### src/rtl/baccarat_dealer_ctrl.sv
// baccarat_dealer_ctrl: baccarat hand sequencer; define BACCARAT_STATS_EN to add saturating win/tie counters
module baccarat_dealer_ctrl #(
   parameter int SCORE_W = 4
`ifdef BACCARAT_STATS_EN
   , parameter int CNT_W = 8
`endif
) (
   input  logic               slow_clock,
   input  logic               reset,
   input  logic               start,
   input  logic               card_valid,
   input  logic [SCORE_W-1:0] pscore,
   input  logic [SCORE_W-1:0] bscore,
   input  logic [SCORE_W-1:0] pcard3,
   output logic               card_req,
   output logic               hand_clr,
   output logic               load_pcard1,
   output logic               load_pcard2,
   output logic               load_pcard3,
   output logic               load_bcard1,
   output logic               load_bcard2,
   output logic               load_bcard3,
   output logic               player_win_light,
   output logic               dealer_win_light,
   output logic               busy
`ifdef BACCARAT_STATS_EN
   , output logic [CNT_W-1:0] player_wins
   , output logic [CNT_W-1:0] banker_wins
   , output logic [CNT_W-1:0] ties
`endif
);
   typedef enum logic [3:0] {
      IDLE, DEAL_P1, DEAL_B1, DEAL_P2, DEAL_B2, CHK_NAT, DEAL_P3, CHK_B, DEAL_B3, RESULT, DONE
   } state_t;
   state_t state_q, state_d;
   logic pl_q, pl_d, dl_q, dl_d;
   logic [SCORE_W-1:0] v;
   logic bdraw, natural;
   assign v = (pcard3 >= SCORE_W'(10)) ? '0 : pcard3;
   assign natural = (pscore >= SCORE_W'(8)) | (bscore >= SCORE_W'(8));
   assign bdraw = (bscore <= SCORE_W'(2))
                | ((bscore == SCORE_W'(3)) & (v != SCORE_W'(8)))
                | ((bscore == SCORE_W'(4)) & (v >= SCORE_W'(2)) & (v <= SCORE_W'(7)))
                | ((bscore == SCORE_W'(5)) & (v >= SCORE_W'(4)) & (v <= SCORE_W'(7)))
                | ((bscore == SCORE_W'(6)) & (v >= SCORE_W'(6)) & (v <= SCORE_W'(7)));
   assign busy = (state_q != IDLE) & (state_q != DONE);
   assign player_win_light = pl_q;
   assign dealer_win_light = dl_q;
   // state and win lights; reset clears lights immediately
   always_ff @(posedge slow_clock or posedge reset) begin
      if (reset) begin
         state_q <= IDLE;
         pl_q <= 1'b0;
         dl_q <= 1'b0;
      end else begin
         state_q <= state_d;
         pl_q <= pl_d;
         dl_q <= dl_d;
      end
   end
   // hand sequencing, card handshake strobes and third-card decisions
   always_comb begin
      state_d = state_q;
      pl_d = pl_q;
      dl_d = dl_q;
      card_req = 1'b0;
      hand_clr = 1'b0;
      load_pcard1 = 1'b0;
      load_pcard2 = 1'b0;
      load_pcard3 = 1'b0;
      load_bcard1 = 1'b0;
      load_bcard2 = 1'b0;
      load_bcard3 = 1'b0;
      case (state_q)
         IDLE, DONE: if (start && !reset) begin
            hand_clr = 1'b1;
            pl_d = 1'b0;
            dl_d = 1'b0;
            state_d = DEAL_P1;
         end
         DEAL_P1: begin
            card_req = 1'b1;
            load_pcard1 = card_valid;
            state_d = card_valid ? DEAL_B1 : state_q;
         end
         DEAL_B1: begin
            card_req = 1'b1;
            load_bcard1 = card_valid;
            state_d = card_valid ? DEAL_P2 : state_q;
         end
         DEAL_P2: begin
            card_req = 1'b1;
            load_pcard2 = card_valid;
            state_d = card_valid ? DEAL_B2 : state_q;
         end
         DEAL_B2: begin
            card_req = 1'b1;
            load_bcard2 = card_valid;
            state_d = card_valid ? CHK_NAT : state_q;
         end
         CHK_NAT: state_d = natural ? RESULT : (pscore <= SCORE_W'(5)) ? DEAL_P3 :
                            (bscore <= SCORE_W'(5)) ? DEAL_B3 : RESULT;
         DEAL_P3: begin
            card_req = 1'b1;
            load_pcard3 = card_valid;
            state_d = card_valid ? CHK_B : state_q;
         end
         CHK_B: state_d = bdraw ? DEAL_B3 : RESULT;
         DEAL_B3: begin
            card_req = 1'b1;
            load_bcard3 = card_valid;
            state_d = card_valid ? RESULT : state_q;
         end
         RESULT: begin
            pl_d = pscore >= bscore;
            dl_d = bscore >= pscore;
            state_d = DONE;
         end
         default: state_d = IDLE;
      endcase
   end
`ifdef BACCARAT_STATS_EN
   logic [CNT_W-1:0] pw_q, bw_q, tie_q;
   assign player_wins = pw_q;
   assign banker_wins = bw_q;
   assign ties = tie_q;
   // outcome counters, saturating, cleared only by reset
   always_ff @(posedge slow_clock or posedge reset) begin
      if (reset) begin
         pw_q <= '0;
         bw_q <= '0;
         tie_q <= '0;
      end else if (state_q == RESULT) begin
         if (pscore > bscore && !(&pw_q)) pw_q <= pw_q + CNT_W'(1);
         if (bscore > pscore && !(&bw_q)) bw_q <= bw_q + CNT_W'(1);
         if (pscore == bscore && !(&tie_q)) tie_q <= tie_q + CNT_W'(1);
      end
   end
`endif
endmodule

### config.mk
export PLATFORM = sky130hd
export DESIGN_NAME = baccarat_dealer_ctrl
export DESIGN_NICKNAME = d
export VERILOG_FILES = /design/src/rtl/baccarat_dealer_ctrl.sv
export SDC_FILE = /design/constraint.sdc
export NUM_CORES = 1
export LEC_CHECK = 0
export CORE_MARGIN = 3
export CORE_UTILIZATION = 45
export CTS_CLUSTER_SIZE = 8
export DETAILED_ROUTE_END_ITERATION = 10
export GPL_TIMING_DRIVEN = 0
export PLACE_DENSITY = 0.83
export RECOVER_POWER = 25
export SYNTH_ARGS = -nofsm -noshare
export SYNTH_HDL_FRONTEND = slang
export SYNTH_SLANG_ARGS = --single-unit
### constraint.sdc
create_clock -name slow_clock -period 2.4 [get_ports slow_clock]
set_input_delay 0.72 -clock slow_clock [delete_from_list [all_inputs] [get_ports slow_clock]]
set_output_delay 0.72 -clock slow_clock [all_outputs]
set_load 0.1 [all_outputs]
==> key figures, run 1 <==
Status
  • Status: finished clean

Floorplanning
  • Core area: 1350 µm²
  • # rows: 13
  • Die Y: 44.53 µm
  • Die width: 44.53 µm
  • I/O pin count: 27
  • Die area: just under 2000 µm²
  • Initial Util: 49.49%

Synth
  • Cell taking the most area after synthesis: dfrtp_1
  • Yosys top cell area share: between 20% and 30%
  • Average size of a mapped cell: 7.424 µm²
  • Post-synth EDFFs: 0
  • Synth top area cells: dfrtp_1 22%, ha_1 7.5%, nor2_1 6.2%
  • Synth top cells by count: 11 x nor2_1, 8 x nand2_1, 6 x dfrtp_1, 6 x nand2b_1, 6 x nor3_1
  • Most frequent cell after synthesis: nor2_1
  • Ys flop type: dfrtp_1
  • Yosys warning count: 0
  • Synthesis-stage register bit count: 6
  • Register area share after synthesis: 22.47%
  • Syn Inst Count: 90
  • Mapped Area: 668.1 µm²
  • Async SR Flop Fraction: 100.0%
  • Count of different cell masters after synthesis: 36
  • Post-Synthesis Net Count: 110

Power and ir drop
  • Comb power frac: 81.4%
  • Max rail drop VDD: approximately 1.0 mV
  • LEAKAGE: roughly 0.47 nW
  • Sw Share: about three fifths
  • NetSw: 0.8790 mW
  • Pwr Density: 1334 nW/µm²
  • Reg power frac: 12.5%
  • Int Pwr: 0.5412 mW
  • Clock share of power: 6.1%
  • Design Power: 1.420 mW

Setup path
  • Slowest stage delay, CP: 0.26 ns
  • Levels on crit path: 4
  • Crit path max fanout: 7
  • CP max-delay cell: clkdlybuf4s15_2
  • Worst r2r src: state_q[0]
  • Kind of critical path: input port to output pin
  • Setup crit end kind: output pin
  • Startpoint Class: input port
  • Reg2Reg Depth: 6
  • CP required: 1.68 ns
  • WP buf/inv: 2
  • Worst path cell trace: clkdlybuf4s15_2 -> nand3b_1 -> nor3_4 -> buf_8
  • FF-to-FF setup slack: 0.78 ns
  • Delay-heaviest family, CP: buffers and inverters
  • WP data arrival: 1.63 ns
  • Reg2reg end: state_q[0]

Drt
  • Detailed Route WL: 1.907 mm
  • WL met2: around 880 µm
  • Drt first pass iters: 4
  • DR DRC count: 0
  • Initial drt markers: 25
  • Max Used Layer: met4
  • Wl on met1: 868 µm
  • Antenna Nets Post-Route: 0
  • Metal3 WL: 141 µm
  • Vias: 804
  • Post-DR wirelength/cell: roughly 14 µm
  • Drt via density: slightly below 6

Layout
  • Post-route cell area: 1065 µm²
  • Synth-to-Final Area Change: 59.36%
  • # nets final: 143
  • Number of diodes: 0
  • Core Util, Final: 78.87%
  • Share of cells above drive strength 1: 30.58%
  • Fill cells: 88

CTS
  • Sink Count: 6
  • # H-tree levels: 1
  • Worst skew pair latency: roughly 0.24 ns
  • Post-CTS Hold Buffers: 0
  • CTS buffer count: 3
  • Root buffer cell: clkbuf_4
  • Clock-pin transition on the worst setup and hold timing paths: approximately 0.040 ns
  • CTS tree: built
  • Longest Clk Path Bufs: 2

Global route
  • Global Route Usage Sum: 19.53%
  • Vias in the first global route: 725
  • Pin count of the biggest net entering global routing: 20
  • Total gr overflow: 0
  • First-pass GRT wire length: 2.960 mm
  • Antenna violations before repair: 0

Placement
  • Post-DP HPWL: 1.478 mm
  • Gpl congestion: 0.8524
  • Number of buffers added on ports: 26
  • Post-DP Area: 998.5 µm²

Job
  • Max cap viols: 0

Worst hold path
  • Worst Hold Depth: 2
  • Hold_sp: player_win_light
  • Worst min path class: flop to flop
  • Min-Delay Endpoint: player_win_light

STA
  • Final setup viols: 0
  • Slew Limit Fails: 0
  • Final worst path period share: 97.82%
  • Slew at the pin closest to its max-slew limit: 0.9666 ns
  • Fmax: 426.0 MHz
  • Hold Fails Final Rpt: 0
  • Clock skew: roughly 0.00016 ns
  • Slew headroom: 35.82%
  • Shortest period the worst path allows: between 2 and 2.5 ns
  • WHS: 0.5203 ns
[worst min-delay path: stages (launching register included)]
cell	delay [ns]
dfrtp_1	0.36
nand2_1	0.06
o22ai_1	0.05
[final cells by class]
class,count,area (µm²),share of cell area (%)
multi-input combinational,73,539.3,50.65
timing repair buffer,29,289.0,27.14
sequential,6,150.1,14.10
clock buffer,3,22.52,2.115
buffer,4,22.52,2.115
inverter,6,22.52,2.115
tap,15,18.77,1.763
[repair_timing]
action,CTS,global route
resized for setup,73,2
pin swaps,1,1
endpoints found under the setup margin,11,3
cloned,0,0
buffers inserted,1,2
[through the flow]
step | worst slack [ns] | setup TNS (ns) | std cells
2_1_floorplan | -0.3824 | -1.135 | 90
3_3_place_gp | -1.251 | -8.827 | 131
3_5_place_dp | -1.263 | -8.941 | 131
4_1_cts | 0.002100 | 0 | 134
5_1_grt | -0.006586 | -0.006586 | 136
6_report | 0.05231 | 0 | 136
[layer usage]
metal / GRT usage (%) / vias to the layer above
met2: 33.24 / 35
met5: 0 / -
met1: 24.82 / 367
met4: 9.036 / 0
li1: - / 398
met3: 1.220 / 4
[placed cells by master, fill, tap and decap left out, drive strengths merged, types with 2 or more instances in the layout]
master	synthesis	routed
a21oi	2	2
nor2	11	11
clkdlybuf4s50	0	12
nand3	5	5
nand3b	3	3
o21ai	3	3
nor2b	2	2
o22ai	2	2
clkbuf	2	4
nor3	6	6
nand2	8	8
buf	3	15
nand2b	6	6
dfrtp	6	6
dlygate4sd2	0	3
ha	4	4
a211oi	2	2
nand4	3	3
o32ai	2	2
inv	6	6
[kinds of logic (layout without fill, tap and decap cells)]
group,count (synthesis),after routing,synth area share (%)
simple gates,47,47,37.27
compound gates,22,22,25.66
buf+inv,11,42,7.117
flops,6,6,22.47
fa+ha+maj,4,4,7.491
[power groups by stage]
stage | logic, mW | clock network [mW] | registers [mW]
6_report | 1.16 | 0.0861 | 0.178
5_1_grt | 1.21 | 0.0954 | 0.184
4_1_cts | 1.13 | 0.0927 | 0.176
3_5_place_dp | 1.09 | 0 | 0.177
3_3_place_gp | 1.08 | 0 | 0.176
2_1_floorplan | 0.788 | 0 | 0.244
[worst max path at each step]
stage                     from     endpoint  slack [ns]
finish              card_valid  load_pcard1        0.05
global route        card_valid  load_pcard1      -0.007
CTS                 state_q[1]     card_req       0.002
floorplan           state_q[3]     card_req       -0.38
global placement    card_valid  load_pcard1       -1.25
detailed placement  card_valid  load_pcard1       -1.26
[registers in the layout, indices dropped and copies added (netlist names)]
name,cells
dealer_win_light,1
player_win_light,1
state_q,4
(Power assumes the default switching activity.)
==> run 2: changes to the inputs <==
--- a/config.mk
+++ b/config.mk
@@ -10,6 +10,7 @@
 export CTS_CLUSTER_SIZE = 8
 export DETAILED_ROUTE_END_ITERATION = 10
 export GPL_TIMING_DRIVEN = 0
+export HOLD_SLACK_MARGIN = 0.15
 export PLACE_DENSITY = 0.83
 export RECOVER_POWER = 25
 export SYNTH_ARGS = -nofsm -noshare
==> results of run 2 <==
The final DEF is identical to that of run 1; final timing and power are the same.
